### config.mk
export PLATFORM = sky130hd
export DESIGN_NAME = uart_print_ctrl
export DESIGN_NICKNAME = d
export VERILOG_FILES = /design/src/rtl/uart_print_pkg.sv /design/src/rtl/uart_print_fifo.sv /design/src/rtl/uart_print_ctrl.sv
export SDC_FILE = /design/constraint.sdc
export NUM_CORES = 1
export LEC_CHECK = 0
export ABC_CLOCK_PERIOD_IN_PS = 2950
export BUFFER_PORTS_ARGS = -buffer_cell sky130_fd_sc_hd__buf_2
export CAP_MARGIN = 20
export CORE_ASPECT_RATIO = 0.75
export CORE_MARGIN = 8
export CORE_UTILIZATION = 53
export CTS_CLUSTER_DIAMETER = 150
export DETAILED_ROUTE_END_ITERATION = 6
export GPL_TIMING_DRIVEN = 0
export PLACE_DENSITY = 0.79
export RECOVER_POWER = 100
export SLEW_MARGIN = 25
export SYNTH_ARGS = -nofsm -noshare
export SYNTH_HDL_FRONTEND = slang
export SYNTH_SLANG_ARGS = --single-unit
### constraint.sdc
create_clock -name clk_i -period 2.95 [get_ports clk_i]
set_input_delay 0 -clock clk_i [delete_from_list [all_inputs] [get_ports clk_i]]
set_output_delay 0 -clock clk_i [all_outputs]
set_load 0.02 [all_outputs]
### src/rtl/uart_print_pkg.sv
// Shared types and constants for the UART print controller: send FSM states,
// exit-report characters and the nibble-to-ASCII helper.
package uart_print_pkg;

    typedef enum logic [1:0] {
        ST_IDLE,
        ST_START,
        ST_BUSY,
        ST_GAP
    } send_state_e;

    localparam logic [7:0] CH_E  = 8'h45;
    localparam logic [7:0] CH_EQ = 8'h3D;
    localparam logic [7:0] CH_NL = 8'h0A;

    localparam int unsigned RPT_LEN = 11;

    function automatic logic [7:0] nibble_to_hex(input logic [3:0] nib);
        return (nib < 4'd10) ? (8'h30 + {4'h0, nib}) : (8'h37 + {4'h0, nib});
    endfunction

endpackage

### src/rtl/uart_print_fifo.sv
// Synchronous first-word-fall-through FIFO; pushes while full and pops while
// empty are ignored. Depth must be a power of two so the pointers wrap.
module uart_print_fifo #(
    parameter int unsigned DEPTH = 16,
    parameter int unsigned WIDTH = 8
) (
    input  logic                     clk_i,
    input  logic                     rst_ni,
    input  logic                     push_i,
    input  logic [WIDTH-1:0]         wdata_i,
    input  logic                     pop_i,
    output logic [WIDTH-1:0]         rdata_o,
    output logic                     full_o,
    output logic                     empty_o,
    output logic [$clog2(DEPTH):0]   level_o
);

    localparam int unsigned AW = $clog2(DEPTH);
    localparam int unsigned CW = AW + 1;
    localparam logic [AW:0] FULL_CNT = CW'(DEPTH);

    logic [WIDTH-1:0] r_mem [DEPTH];
    logic [AW-1:0]    r_wptr;
    logic [AW-1:0]    r_rptr;
    logic [AW:0]      r_count;
    logic             w_push;
    logic             w_pop;

    assign full_o  = (r_count == FULL_CNT);
    assign empty_o = (r_count == '0);
    assign level_o = r_count;
    assign rdata_o = r_mem[r_rptr];

    assign w_push = push_i && !full_o;
    assign w_pop  = pop_i && !empty_o;

    always_ff @(posedge clk_i) begin
        if (w_push) begin
            r_mem[r_wptr] <= wdata_i;
        end
    end

    always_ff @(posedge clk_i or negedge rst_ni) begin
        if (!rst_ni) begin
            r_wptr  <= '0;
            r_rptr  <= '0;
            r_count <= '0;
        end else begin
            if (w_push) begin
                r_wptr <= r_wptr + AW'(1);
            end
            if (w_pop) begin
                r_rptr <= r_rptr + AW'(1);
            end
            case ({w_push, w_pop})
                2'b10:   r_count <= r_count + CW'(1);
                2'b01:   r_count <= r_count - CW'(1);
                default: r_count <= r_count;
            endcase
        end
    end

endmodule

### src/rtl/uart_print_ctrl.sv
// Buffers core print bytes and feeds them to the UART via start/busy handshake.
// Define UART_PRINT_EXIT_REPORT_EN to append the "E=XXXXXXXX\n" exit report.
module uart_print_ctrl
    import uart_print_pkg::*;
#(
    parameter int unsigned FIFO_DEPTH = 16
) (
    input  logic                          clk_i,
    input  logic                          rst_ni,
    input  logic                          print_valid_i,
    input  logic [7:0]                    print_wdata_i,
    input  logic                          exit_valid_i,
    input  logic [31:0]                   exit_value_i,
    output logic                          tx_start_o,
    output logic [7:0]                    tx_data_o,
    input  logic                          tx_busy_i,
    output logic [$clog2(FIFO_DEPTH):0]   fifo_level_o,
    output logic                          overflow_o,
    output logic                          done_o
);

    send_state_e r_state;
    logic        r_tx_start;
    logic [7:0]  r_tx_data;
    logic        r_done;
    logic        r_overflow;
    logic        r_exit_latched;

    logic        w_push_req;
    logic        w_pop;
    logic        w_full;
    logic        w_empty;
    logic [7:0]  w_fifo_rdata;

    assign w_push_req = print_valid_i && !r_exit_latched;
    assign w_pop      = (r_state == ST_IDLE) && !w_empty;

    uart_print_fifo #(
        .DEPTH (FIFO_DEPTH),
        .WIDTH (8)
    ) u_fifo (
        .clk_i   (clk_i),
        .rst_ni  (rst_ni),
        .push_i  (w_push_req),
        .wdata_i (print_wdata_i),
        .pop_i   (w_pop),
        .rdata_o (w_fifo_rdata),
        .full_o  (w_full),
        .empty_o (w_empty),
        .level_o (fifo_level_o)
    );

`ifdef UART_PRINT_EXIT_REPORT_EN
    logic [31:0] r_exit_value;
    logic [3:0]  r_rpt_idx;
    logic [2:0]  w_nib_sel;
    logic [3:0]  w_nib;
    logic [7:0]  w_rpt_byte;
    logic        w_rpt_go;

    assign w_rpt_go = (r_state == ST_IDLE) && w_empty && r_exit_latched
                      && (r_rpt_idx != 4'(RPT_LEN));

    // Report index 2..9 maps to nibble 7..0 of the exit value (MSB first).
    always_comb begin
        w_nib_sel  = 3'(4'd9 - r_rpt_idx);
        w_nib      = 4'(r_exit_value >> {w_nib_sel, 2'b00});
        w_rpt_byte = nibble_to_hex(w_nib);
        if (r_rpt_idx == 4'd0) begin
            w_rpt_byte = CH_E;
        end else if (r_rpt_idx == 4'd1) begin
            w_rpt_byte = CH_EQ;
        end else if (r_rpt_idx == 4'd10) begin
            w_rpt_byte = CH_NL;
        end
    end
`else
    logic w_unused_exit_value;
    assign w_unused_exit_value = ^exit_value_i;
`endif

    always_ff @(posedge clk_i or negedge rst_ni) begin
        if (!rst_ni) begin
            r_exit_latched <= 1'b0;
            r_overflow     <= 1'b0;
`ifdef UART_PRINT_EXIT_REPORT_EN
            r_exit_value   <= '0;
`endif
        end else begin
            if (exit_valid_i && !r_exit_latched) begin
                r_exit_latched <= 1'b1;
`ifdef UART_PRINT_EXIT_REPORT_EN
                r_exit_value   <= exit_value_i;
`endif
            end
            if (w_push_req && w_full) begin
                r_overflow <= 1'b1;
            end
        end
    end

    always_ff @(posedge clk_i or negedge rst_ni) begin
        if (!rst_ni) begin
            r_state    <= ST_IDLE;
            r_tx_start <= 1'b0;
            r_tx_data  <= '0;
            r_done     <= 1'b0;
`ifdef UART_PRINT_EXIT_REPORT_EN
            r_rpt_idx  <= '0;
`endif
        end else begin
            case (r_state)
                ST_IDLE: begin
                    if (w_pop) begin
                        r_tx_data  <= w_fifo_rdata;
                        r_tx_start <= 1'b1;
                        r_state    <= ST_START;
                    end
`ifdef UART_PRINT_EXIT_REPORT_EN
                    else if (w_rpt_go) begin
                        r_tx_data  <= w_rpt_byte;
                        r_rpt_idx  <= r_rpt_idx + 4'd1;
                        r_tx_start <= 1'b1;
                        r_state    <= ST_START;
                    end
`else
                    else if (r_exit_latched) begin
                        r_done <= 1'b1;
                    end
`endif
                end
                ST_START: begin
                    if (tx_busy_i) begin
                        r_tx_start <= 1'b0;
                        r_state    <= ST_BUSY;
                    end
                end
                ST_BUSY: begin
                    if (!tx_busy_i) begin
                        r_state <= ST_GAP;
                    end
                end
                ST_GAP: begin
                    r_state <= ST_IDLE;
`ifdef UART_PRINT_EXIT_REPORT_EN
                    if (r_rpt_idx == 4'(RPT_LEN)) begin
                        r_done <= 1'b1;
                    end
`endif
                end
                default: r_state <= ST_IDLE;
            endcase
        end
    end

    assign tx_start_o = r_tx_start;
    assign tx_data_o  = r_tx_data;
    assign overflow_o = r_overflow;
    assign done_o     = r_done;

endmodule

After elaboration in Yosys (flattened, before gate mapping)
Memories as Yosys holds them, arrays and structs flattened. A register that Yosys moved wholly into a read port is not among the register bits.
Index checks and enable logic that the tools add are counted.
{ "classes": {"eq_ne": 9, "bitwise_logic": 1, "n_reduce_logical": 18, "n_addsub": 4, "mux": 10} }
{ "op_table": {"columns": ["op", "count"], "rows": [
  ["$pmux 5 s2", 1],
  ["$reduce_and 3->1", 3],
  ["$add 4x1->4 const B", 2],
  ["$pmux 2 s4", 1],
  ["$eq 2x2->1 const B", 3],
  ["$logic_and 1x1->1", 6],
  ["$mux 2", 3],
  ["$add 5x1->5 const B", 1],
  ["$eq 5x5->1 const B", 1],
  ["$logic_not 5->1", 1],
  ["$sub 5x1->5 const B", 1],
  ["$eq 2x1->1 const B", 2],
  ["$logic_not 1->1", 4],
  ["$mux 1", 4],
  ["$ne 2x2->1 const B", 2],
  ["$reduce_bool 2->1", 2],
  ["$logic_not 2->1", 1],
  ["$ne 2x1->1 const B", 1],
  ["$pmux 1 s2", 1],
  ["$reduce_and 2->1", 1],
  ["$not 1->1", 1]
]} }
{ "totals": {"reg_bits": 19, "word_cells": 51, "in_bits": 45, "n_memories": 1, "output_inout_bits": 16, "mem_bits_rw": 128} }
{ "mem_list": {"columns": ["name", "depth", "word_bits", "rd", "rd_ports_with_merged_regs", "write_ports", "line_no", "text"], "rows": [
  ["u_fifo.r_mem", 16, 8, 1, 1, 1, "uart_print_fifo.sv:22", "logic [WIDTH-1:0] r_mem [DEPTH];"]
]} }

Depth between registers and ports, before layout
{ "depth": {"ltp_word": 6, "mapped_depth": 13, "ltp_nobuf": 11} }

By module
From an unflattened synthesis, not the netlist that was laid out.
{ "unflattened": {"hier_cells": 376, "hier_area_um2": 6428.7} }
{ "by_module_without_submodules": {"columns": ["module", "cells_each", "seq_area_each_um2", "area_per_inst_um2", "n_inst"], "rows": [
  ["uart_print_fifo", 332, 4169.0, 5779.3, 1],
  ["uart_print_ctrl", 44, 350.3, 649.4, 1]
]} }

Worst setup path after synthesis
Ideal clock, no wire load.
{ "synth_path": {"path_kind": "register to register", "startpoint": "register u_fifo.r_count[2], in the netlist u_fifo.level_o[2]", "endpoint": "register u_fifo.r_count[4], in the netlist u_fifo.level_o[4]", "path_slack_ps": -22, "arrival_ps": 2847, "path_stages_with_launch": 13, "period_less_slack_ps": 2972, "n_path_buf": 3, "path_cell_list": "dfrtp_1 > buf_6 > nor4_2 > a21oi_1 > buf_2 > ha_1 > clkbuf_1 > xor2_1 > ha_1 > or3b_2 > a21oi_1 > o21ai_0 > xnor2_1"} }
{ "synth_between": {"elab_chain_cells": 6, "elab_cells_between_ends": 13, "classes_between": "add/sub: 2; eq/ne: 3; mux: 1; reduce/logical: 7"} }
{ "synth_rtl": {"columns": ["item", "line_no", "text"], "rows": [
  ["from (decl)", "uart_print_fifo.sv:25", "logic [AW:0] r_count;"],
  ["from (signal assigned)", "uart_print_fifo.sv:56", "2'b10: r_count <= r_count + CW'(1);"],
  ["from (signal assigned)", "uart_print_fifo.sv:57", "2'b01: r_count <= r_count - CW'(1);"],
  ["from (signal assigned)", "uart_print_fifo.sv:58", "default: r_count <= r_count;"],
  ["$logic_not 5->1 *", "uart_print_fifo.sv:30", "assign empty_o = (r_count == '0);"],
  ["$logic_not 1->1 *", "uart_print_fifo.sv:35, uart_print_ctrl.sv:36", null],
  ["$logic_and 1x1->1", "uart_print_ctrl.sv:36", "assign w_pop = (r_state == ST_IDLE) && !w_empty;"],
  ["$logic_and 1x1->1 *", "uart_print_fifo.sv:35", "assign w_pop = pop_i && !empty_o;"],
  ["via u_fifo.w_pop", "uart_print_fifo.sv:27", "logic w_pop;"],
  ["$eq 2x1->1 or $eq 2x2->1 (tied branches)", "uart_print_fifo.sv:55", "case ({w_push, w_pop})"],
  ["$pmux 5 s2 or $reduce_bool 2->1 (tied branches)", null, null]
]} }
The timed path passes the listed nets; every way through them passes the cells marked *.
A chain may end at the register's enable or synchronous reset.

Worst setup path in the final report
Ends and elaborated chain as after synthesis.

==> flow_metrics.tcl <==
set metrics [dict create \
    status "finished, final reports clean" \
    syn-cell-area_um2 6400 \
    synth.most_common_cell "edfxtp_1" \
    clock_path_buffers 2 \
    grt_pass1_wl_mm 19.4 \
    cts_root_buf "clkbuf_16" \
    fin_ws_ns 0.161 \
    async_flop_share_pct 17.4 \
    ys.flop_type "edfxtp_1" \
    start_util_pct 54.7 \
    cts_buffers 17 \
    numPortBuffers 28 \
    synth_commonest_cells "edfxtp_1 (128), dfrtp_1 (27), mux4_1 (22), o22ai_1 (16), nor2_1 (15)" \
    clkSinkCount 155 \
    grt_pass1_vias 3554 \
    synth_edf_count 128 \
    wl_mm 12.1 \
    cp_max_fo 11 \
    cp-end-kind "register" \
    nNetsFinal 460 \
    powerDensity_nw_per_um2 919 \
    synth.avg_cell_area_um2 18.6 \
    utilization_pct 63.4 \
    core_area_um2 11700 \
    synth-seq-cells 155 \
    syn_nets 402 \
    cp_data_arrival_time_ns 3.09 \
    gp_congestion 0.788 \
    cts_tree "built" \
    drv_slew 0 \
    multiInputGateArea_um2 1770 \
    whs_ns 0.332 \
    final_cells 578 \
    drc 0 \
    preCtsSetupSlack_ns -0.282 \
    fin_crit_sh_pct 94.5 \
    nFillCells 805 \
    ys_seq_area_share_pct 70.6 \
    ir_drop_mv 0.523 \
    post_drt_wl_per_cell_um 21.0 \
    clk_latency_ns 0.42 \
    grt_usage_pct 16.5 \
    numPlacedInstances 535 \
    ys_types 43 \
    syn_inst 345 \
    rsz0062_at_grt "false" \
    fmax_mhz 359 \
    cap_violations 0 \
    netlist.area_leader.share_pct 60.0 \
    clock_skew_ns 0.00949 \
    drtIter0Drc 219 \
    rows 34 \
    synth_top_cell_by_area "edfxtp_1" \
    netlist_top_cells_area "edfxtp_1 (60%), dfrtp_1 (11%), mux4_1 (9.0%), mux4_2 (3.5%), ha_1 (2.3%)" \
    leakagePower_nw 2.53 \
    hp-class "in -> reg" \
    grt_max_degree 28 \
    required_ns 3.25 \
    post_cts.repair.setup_buffers 0 \
    drive_gt1_share_pct 17.3 \
    die_y_um 111 \
    num_vias 3285 \
    slew_headroom_pct 3.05 \
    hold_viol 0 \
    syn_to_final_growth_pct 15.9 \
    cts_max_level 4 \
    clkTransAtPathRegs_ns 0.06 \
    antenna_found_initial 0 \
    path_class "reg -> reg" \
    seq_area_um2 4520 \
    dr.pass1.iters 4 \
    antennaDiodeCount 0 \
    final_antenna_net_count 0 \
    dieArea_um2 15900 \
    dpl.hpwl_mm 7.91 \
    setup_violations 0 \
    ys_warn_count 0 \
    ios 61 \
    worst_pin_slew_ns 1.45 \
    vias_per_cell 5.68 \
    gr-total-overflow 0 \
    fin_crit_ns 2.79 \
    cp-start-kind "register" \
    die_x_um 143 \
]
-- registers in the layout, summed over array words and instances (netlist names), 2 cells and up --
register and cells:
u_fifo.r_mem 128, u_fifo.r_rptr 4, u_fifo.r_wptr 4, tx_data_o 8
u_fifo.level_o 5, r_state 2
-- area by class of cell --
| class | count | area share, % |
|---|---|---|
| Clock buffer | 17 | 5.73 |
| Timing Repair Buffer | 40 | 3.09 |
| Tap cell | 162 | 2.73 |
| Clock inverter | 15 | 1.53 |
| Sequential cell | 155 | 60.9 |
| Inverter | 10 | 0.506 |
| Buffer | 18 | 1.59 |
| Multi-Input combinational cell | 161 | 23.9 |
-- metal layers --
layer  up-vias  share of wire, %  global-route usage, %
li1       1510                 -                      -
met1      1672                43                   21.3
met2        93                49                   26.1
met3        10               6.7                   4.60
met4         0              0.94                   6.00
met5         -                 0                      0
-- layout by cell type, fill, tap and decap left out, types with 5 or more instances in the layout --
cell,instances
clkbuf_1,30
nor2_1,15
dlygate4sd3_1,12
dfrtp_1,27
ha_1,10
o22ai_1,16
clkbuf_16,17
edfxtp_1,128
xnor2_1,7
xor2_1,5
inv_6,5
buf_2,5
mux4_2,10
mux2_2,8
buf_6,5
inv_1,10
a21oi_1,13
nand2_1,13
mux4_1,22
-- where the power goes --
group	switching [W]	internal [W]
Combinational	0.00117	0.000991
Sequential	0.000143	0.00253
Clock	0.000892	0.00109
-- per-stage QoR --
stage	total power [W]	area (µm²)	TNS [ns]
floorplan	0.00431	6410	0
global placement	0.00479	6750	-0.191
detailed placement	0.00488	6770	-0.282
CTS	0.00689	7440	0
global route	0.00717	7420	0
finish	0.00682	7420	0
-- critical path: stages (launching register included) --
cell and delay, ns:
dfrtp_1 0.38, buf_6 0.14, nor4_4 0.41, a21oi_2 0.14
buf_6 0.17, ha_4 0.20, xor2_1 0.15, ha_1 0.24
or3b_2 0.45, a21oi_1 0.12, o21ai_0 0.11, xnor2_1 0.14
-- what timing repair did --
| item | CTS | global route |
|---|---|---|
| cloned | 0 | 0 |
| hold buffers | 12 | 0 |
| hold endpoints to repair | 160 | 0 |
| gates resized for setup | 3 | 4 |
| setup endpoints to repair | 2 | 1 |
-- kinds of logic (layout without fill, tap and decap cells) --
group           after synthesis  count (layout)  synth area share, %
xor+xnor                     12              12                 1.64
flops                       155             155                 70.6
simple gates                 48              48                 3.87
fa+ha+maj                    12              12                 2.35
buf+inv                      29             100                 2.40
compound gates               47              47                 4.83
mux                          42              42                 14.3
-- worst paths after layout --
kind / cells past startpoint / slack (ns) / startpoint / end
setup / recovery: 11 / 0.16 / u_fifo.level_o[2] / u_fifo.level_o[4]
hold reg to reg: 1 / 0.47 / done_o / done_o
max in group asynchronous: 2 / 1.64 / rst_ni / tx_data_o[5]
min in group asynchronous: 2 / 0.46 / rst_ni / tx_start_o
hold / removal: 3 / 0.33 / tx_busy_i / r_state[0]
setup reg to reg: 11 / 0.16 / u_fifo.level_o[2] / u_fifo.level_o[4]
No activity file was read; power rests on OpenSTA's default activity.
